===== config.mk =====
export PLATFORM = sky130hd
export DESIGN_NAME = breath_window_timer
export DESIGN_NICKNAME = d
export VERILOG_FILES = /design/src/rtl/breath_window_timer.sv
export SDC_FILE = /design/constraint.sdc
export NUM_CORES = 1
export LEC_CHECK = 0
export CORE_MARGIN = 2
export CORE_UTILIZATION = 62
export CTS_BUF_LIST = sky130_fd_sc_hd__clkbuf_2 sky130_fd_sc_hd__clkbuf_4 sky130_fd_sc_hd__clkbuf_8
export CTS_CLUSTER_DIAMETER = 40
export DETAILED_ROUTE_END_ITERATION = 16
export PLACE_DENSITY = 0.87
export SLEW_MARGIN = 20
export SYNTH_ARGS = -nofsm -noshare
export SYNTH_HDL_FRONTEND = slang
export SYNTH_SLANG_ARGS = --single-unit
export TNS_END_PERCENT = 20

===== constraint.sdc =====
create_clock -name iClk -period 3.31 [get_ports iClk]
set_input_delay 0.331 -clock iClk [delete_from_list [all_inputs] [get_ports iClk]]
set_output_delay 0.331 -clock iClk [all_outputs]
set_load 0.005 [all_outputs]

===== src/rtl/breath_window_timer.sv =====
`default_nettype none
// ============================================================================
//  Module      : breath_window_timer
//  Description : Countdown LED bar and blowing-window pulse counter for the
//                spirometer game. Produces the latched win/lose verdict.
//  Revision    : 1.0 - initial release
// ============================================================================
module breath_window_timer #(
  parameter int STEP_TICKS    = 1000,  // iCE ticks per countdown LED step
  parameter int WINDOW_TICKS  = 3000,  // iCE ticks in the blowing window
  parameter int TARGET_PULSES = 20     // pulses needed to win (1..255)
) (
  input  logic       iClk,
  input  logic       iReset,        // asynchronous, active-low
  input  logic       iCE,           // single-cycle timebase tick
  input  logic [1:0] ivState,       // game state from the game FSM
  input  logic       iSensor,       // raw airflow pulses, asynchronous
  output logic [3:0] ovLED,         // countdown bar, bit 3 leftmost
  output logic       oLED,          // OR of the bar; low = countdown done
  output logic       oLoser,        // window expired short of target
  output logic       oWinner,       // target reached inside the window
  output logic [7:0] ovPulseCount   // pulses counted this attempt
);

  // --------------------------------------------------------------------------
  // Constants
  // --------------------------------------------------------------------------
  // One tick counter serves both the countdown steps and the blowing window,
  // so it is sized for whichever of the two is longer.
  localparam int TICK_MAX = (STEP_TICKS > WINDOW_TICKS) ? STEP_TICKS : WINDOW_TICKS;
  localparam int TICK_W   = $clog2(TICK_MAX + 1);

  localparam logic [TICK_W-1:0] STEP_LAST   = TICK_W'(STEP_TICKS - 1);
  localparam logic [TICK_W-1:0] WINDOW_LAST = TICK_W'(WINDOW_TICKS - 1);
  localparam logic [TICK_W-1:0] TICK_ZERO   = '0;
  localparam logic [TICK_W-1:0] TICK_ONE    = TICK_W'(1);

  localparam logic [7:0] TARGET    = 8'(TARGET_PULSES);
  localparam logic [7:0] CNT_MAX   = 8'hFF;
  localparam logic [7:0] CNT_ZERO  = 8'h00;
  localparam logic [3:0] LED_FULL  = 4'b1111;
  localparam logic [3:0] LED_OFF   = 4'b0000;

  // Game-state encoding as driven by the upstream state machine
  typedef enum logic [1:0] {
    ST_IDLE      = 2'd0,
    ST_COUNTDOWN = 2'd1,
    ST_BLOW      = 2'd2,
    ST_LOST      = 2'd3
  } game_state_e;

  // --------------------------------------------------------------------------
  // Sensor conditioning: 2-flop synchronizer plus a third flop for edge detect
  // --------------------------------------------------------------------------
  logic sync1_q;
  logic sync2_q;
  logic sens_prev_q;
  logic sens_edge;

  // Sensor sampling runs every clock, independent of the iCE timebase
  always_ff @(posedge iClk or negedge iReset) begin
    if (!iReset) begin
      sync1_q     <= 1'b0;
      sync2_q     <= 1'b0;
      sens_prev_q <= 1'b0;
    end else begin
      sync1_q     <= iSensor;
      sync2_q     <= sync1_q;
      sens_prev_q <= sync2_q;
    end
  end

  // One detection per synchronized 0->1 transition
  assign sens_edge = sync2_q & ~sens_prev_q;

  // --------------------------------------------------------------------------
  // State-entry detection
  // --------------------------------------------------------------------------
  game_state_e state_cur;
  game_state_e prev_state_q;
  logic        entry_countdown;
  logic        entry_blow;

  assign state_cur = game_state_e'(ivState);

  // Remember last cycle's game state so entries can be recognised
  always_ff @(posedge iClk or negedge iReset) begin
    if (!iReset) begin
      prev_state_q <= ST_IDLE;
    end else begin
      prev_state_q <= state_cur;
    end
  end

  assign entry_countdown = (state_cur == ST_COUNTDOWN) && (prev_state_q != ST_COUNTDOWN);
  assign entry_blow      = (state_cur == ST_BLOW)      && (prev_state_q != ST_BLOW);

  // --------------------------------------------------------------------------
  // Timer, bar, counter and verdict registers
  // --------------------------------------------------------------------------
  logic [TICK_W-1:0] tick_q,    tick_d;
  logic [3:0]        led_q,     led_d;
  logic              led_any_q, led_any_d;
  logic [7:0]        count_q,   count_d;
  logic              loser_q,   loser_d;
  logic              winner_q,  winner_d;

  logic [7:0] count_inc;
  logic       verdict;
  logic       win_now;
  logic       window_done;

  // Saturating increment; the verdict normally freezes the count well
  // before the ceiling, but a large target must never wrap to zero.
  assign count_inc   = (count_q == CNT_MAX) ? count_q : (count_q + 8'd1);
  assign verdict     = loser_q | winner_q;
  assign win_now     = sens_edge && (count_inc >= TARGET);
  assign window_done = iCE && (tick_q == WINDOW_LAST);

  // Next-state logic for the timer, LED bar, pulse counter and verdict flags
  always_comb begin
    tick_d   = tick_q;
    led_d    = led_q;
    count_d  = count_q;
    loser_d  = loser_q;
    winner_d = winner_q;

    case (state_cur)
      ST_IDLE: begin
        // Idle holds everything cleared, every clock
        tick_d   = TICK_ZERO;
        led_d    = LED_OFF;
        count_d  = CNT_ZERO;
        loser_d  = 1'b0;
        winner_d = 1'b0;
      end

      ST_COUNTDOWN: begin
        if (entry_countdown) begin
          led_d  = LED_FULL;
          tick_d = TICK_ZERO;
        end else if ((led_q != LED_OFF) && iCE) begin
          // Bar drains right with zero fill; timer stops once it is empty
          if (tick_q == STEP_LAST) begin
            tick_d = TICK_ZERO;
            led_d  = {1'b0, led_q[3:1]};
          end else begin
            tick_d = tick_q + TICK_ONE;
          end
        end
      end

      ST_BLOW: begin
        if (entry_blow) begin
          tick_d   = TICK_ZERO;
          count_d  = CNT_ZERO;
          loser_d  = 1'b0;
          winner_d = 1'b0;
          led_d    = LED_OFF;
        end else if (!verdict) begin
          if (sens_edge) begin
            count_d = count_inc;
          end
          if (iCE && !window_done) begin
            tick_d = tick_q + TICK_ONE;
          end
          // A win on the same edge as window expiry beats the loss
          if (win_now) begin
            winner_d = 1'b1;
          end else if (window_done) begin
            loser_d = 1'b1;
          end
        end
      end

      ST_LOST: begin
        // All outputs hold at their current values
      end

      default: begin
      end
    endcase

    led_any_d = |led_d;
  end

  // Register all outputs so nothing downstream sees combinational glitches
  always_ff @(posedge iClk or negedge iReset) begin
    if (!iReset) begin
      tick_q    <= TICK_ZERO;
      led_q     <= LED_OFF;
      led_any_q <= 1'b0;
      count_q   <= CNT_ZERO;
      loser_q   <= 1'b0;
      winner_q  <= 1'b0;
    end else begin
      tick_q    <= tick_d;
      led_q     <= led_d;
      led_any_q <= led_any_d;
      count_q   <= count_d;
      loser_q   <= loser_d;
      winner_q  <= winner_d;
    end
  end

  // --------------------------------------------------------------------------
  // Outputs
  // --------------------------------------------------------------------------
  assign ovLED        = led_q;
  assign oLED         = led_any_q;
  assign oLoser       = loser_q;
  assign oWinner      = winner_q;
  assign ovPulseCount = count_q;

endmodule
`default_nettype wire


==> flow_metrics.env <==
export IMPL_synth_edf_count=0
export IMPL_drtPass1Iterations=4
export IMPL_fin_nets=230
export IMPL_die_h_um=58.1
export IMPL_timing_fmax_mhz=403
export IMPL_ios=21
export IMPL_areaGrowthSynthToFinish_pct=16.8
export IMPL_met3_usage_pct=7.14
export IMPL_seq_area_frac_synth_pct=44.2
export IMPL_ys_types=47
export IMPL_path_clk_slew_ns=0.09
export IMPL_avgSynthCellArea_um2=9.39
export IMPL_fin_crit_ns=2.48
export IMPL_clockRootBuffer="clkbuf_4"
export IMPL_ctsResizeCount=0
export IMPL_netlist_area_mm2=0.00181
export IMPL_vias=1680
export IMPL_syn_inst=193
export IMPL_antenna_found_initial=0
export IMPL_grt_pass1_wl_mm=7.46
export IMPL_numCtsBuffers=5
export IMPL_p_total_w=0.000750
export IMPL_final_cell_mix="dfrtp_1, clkdlybuf4s50_1, nor2_1"
export IMPL_rows=19
export IMPL_holdBufCountCts=0
export IMPL_final_layout_size_suffix_gt1_share_pct=9.63
export IMPL_relSlewSlack_pct=58.0
export IMPL_crit_path_start_kind="input pin"
export IMPL_grt_setup_unrepaired="false"
export IMPL_tritoncts="done"
export IMPL_h_tree_depth=2
export IMPL_grt_busiest_layer="met2"
export IMPL_setup_viol=0
export IMPL_grtUsageMet1_pct=36.7
export IMPL_required_ns=3.58
export IMPL_cts_sinks=32
export IMPL_grt_use_met2_pct=47.2
export IMPL_p_per_area_mw_per_mm2=354
export IMPL_synth_seq_cells=32
export IMPL_drt_iter0_markers=95
export IMPL_finalHoldViolCount=0
export IMPL_routed_wl_mm=4.16
export IMPL_synthArstFlopShare_pct=100
export IMPL_diodes=0
export IMPL_critPathSlowestCell="clkdlybuf4s50_1"
export IMPL_wl_per_cell_um=16.7
export IMPL_place_inst=242
export IMPL_port_buffers=20
export IMPL_status="completed"
export IMPL_max_cap_violations=0
export IMPL_final_util_pct=76.8
export IMPL_route_detailed_drc=0
export IMPL_grt_use_total_pct=28.9
export IMPL_final_common_cell="dfrtp_1"
export IMPL_core_area_mm2=0.00276
export IMPL_clock_latency_ns=0.33
export IMPL_ys_warn_count=0
export IMPL_finalClockSkew_ns=0.00690
export IMPL_hold_class="flop to flop"
export IMPL_crit_path_max_incr_delay_ns=0.53
export IMPL_critPathBufInv=3
export IMPL_antenna_left=0
export IMPL_stdcell_count=249
export IMPL_leakage_nw=0.948
export IMPL_path_cells="clkdlybuf4s50_1 > inv_1 > ha_1 > and3b_1 > nor2b_1 > a2111o_2 > nor2_1 > buf_4 > a22o_1"
export IMPL_grt_pass1_vias=1667
export IMPL_dieArea_mm2=0.00337
export IMPL_rrSetupSlack_ns=1.00
export IMPL_start_util_pct=65.7
export IMPL_finalMaxSlewViolations=0
export IMPL_fin_crit_sh_pct=75.0
export IMPL_worstMarginPinSlew_ns=0.629
export IMPL_fin_setup_tns_ns=0
export IMPL_arrival_ns=2.75
export IMPL_overflow=0
export IMPL_hpwl_mm=2.90
export IMPL_cp_max_fo=7
export IMPL_die_x_um=58.1
export IMPL_cts_buffer_depth=2
export IMPL_cp_end_kind="flop"
export IMPL_crit_family="buffers and inverters"
export IMPL_ir_drop_v=0.000337
export IMPL_gp_congestion=0.905
export IMPL_vias_per_cell=6.75
export IMPL_synthFlopType="dfrtp_1"
export IMPL_grt_max_degree=33
export IMPL_syn_nets=205
export IMPL_path_class="input pin to flop"
export IMPL_post_cts_setup_buffers=0
==> metal layers <==
| layer | share of wire [%] | up-vias |
|---|---|---|
| met5 | 0 | - |
| met4 | 1.9 | 0 |
| met3 | 6.7 | 12 |
| met2 | 49 | 87 |
| met1 | 42 | 810 |
| li1 | - | 771 |
==> flip-flops by register name (all words and copies together), names as in the netlist <==
name / cells
tick_q: 12
sens_prev_q: 1
oLED: 1
oLoser: 1
sync2_q: 1
oWinner: 1
ovLED: 4
sync1_q: 1
prev_state_q: 2
ovPulseCount: 8
==> worst paths after layout <==
check | startpoint | to | cells after the start
worst min-delay path | sync1_q | sync2_q | 0
worst max-delay path | ivState[1] | tick_q[3] | 9
worst max register to register | tick_q[0] | tick_q[3] | 7
worst min register to register | sync1_q | sync2_q | 0
max in group asynchronous | iReset | tick_q[1] | 2
min in group asynchronous | iReset | ovPulseCount[4] | 2
==> through the flow <==
| stage | instance area, µm² | setup slack, ns | hold slack, ns |
|---|---|---|---|
| 4_1_cts | 2120 | 0.849 | 0.360 |
| 3_3_place_gp | 2050 | 0.640 | 0.333 |
| 5_1_grt | 2120 | 0.714 | 0.389 |
| 2_1_floorplan | 1810 | 1.42 | 0.0354 |
| 6_report | 2120 | 0.826 | 0.358 |
| 3_5_place_dp | 2050 | 0.498 | 0.338 |
==> cell families after synthesis <==
family / Yosys count / share of synthesized area (%)
multiplexers: 1 / 0.621
adder cells (fa/ha/maj): 6 / 4.14
XOR/XNOR: 1 / 0.483
AO/OA/AOI/OAI: 66 / 25.3
flip-flops: 32 / 44.2
AND/OR/NAND/NOR: 74 / 22.4
buffers and inverters: 13 / 2.83
==> power breakdown <==
part           switching (W)  total (W)  internal [W]
sequential         0.0000124   0.000415      0.000403
combinational      0.0000437  0.0000873     0.0000435
clock               0.000127   0.000248      0.000120
total               0.000184   0.000750      0.000566
==> worst reg2reg max path: stages, from the launching register on <==
cell and delay [ns]:
dfrtp_1 0.44, ha_1 0.25, nand4_1 0.20, nor3_2 0.11
a2111o_2 0.55, nor2_1 0.33, buf_4 0.22, a22o_1 0.14
==> synth_stat cells, types with 4 or more instances <==
library cell / n / area, µm²
nand4_1: 4 / 25.0
nor2b_1: 5 / 31.3
nand3_1: 6 / 30.0
and3_1: 4 / 25.0
nand2_1: 13 / 48.8
a21oi_1: 15 / 75.1
inv_1: 8 / 30.0
ha_1: 6 / 75.1
dfrtp_1: 32 / 801
a31oi_1: 6 / 37.5
nor3_1: 5 / 25.0
o21ai_0: 14 / 70.1
nor2_1: 17 / 63.8
a22o_1: 9 / 78.8
==> area by class of cell <==
type	count	area [µm²]
Clock buffer	7	65.1
Fill cell	196	639
Inverter	8	30.0
Multi-Input combinational cell	148	961
Sequential cell	32	801
Tap cell	31	38.8
Timing Repair Buffer	23	223
(Power assumes the default switching activity.)
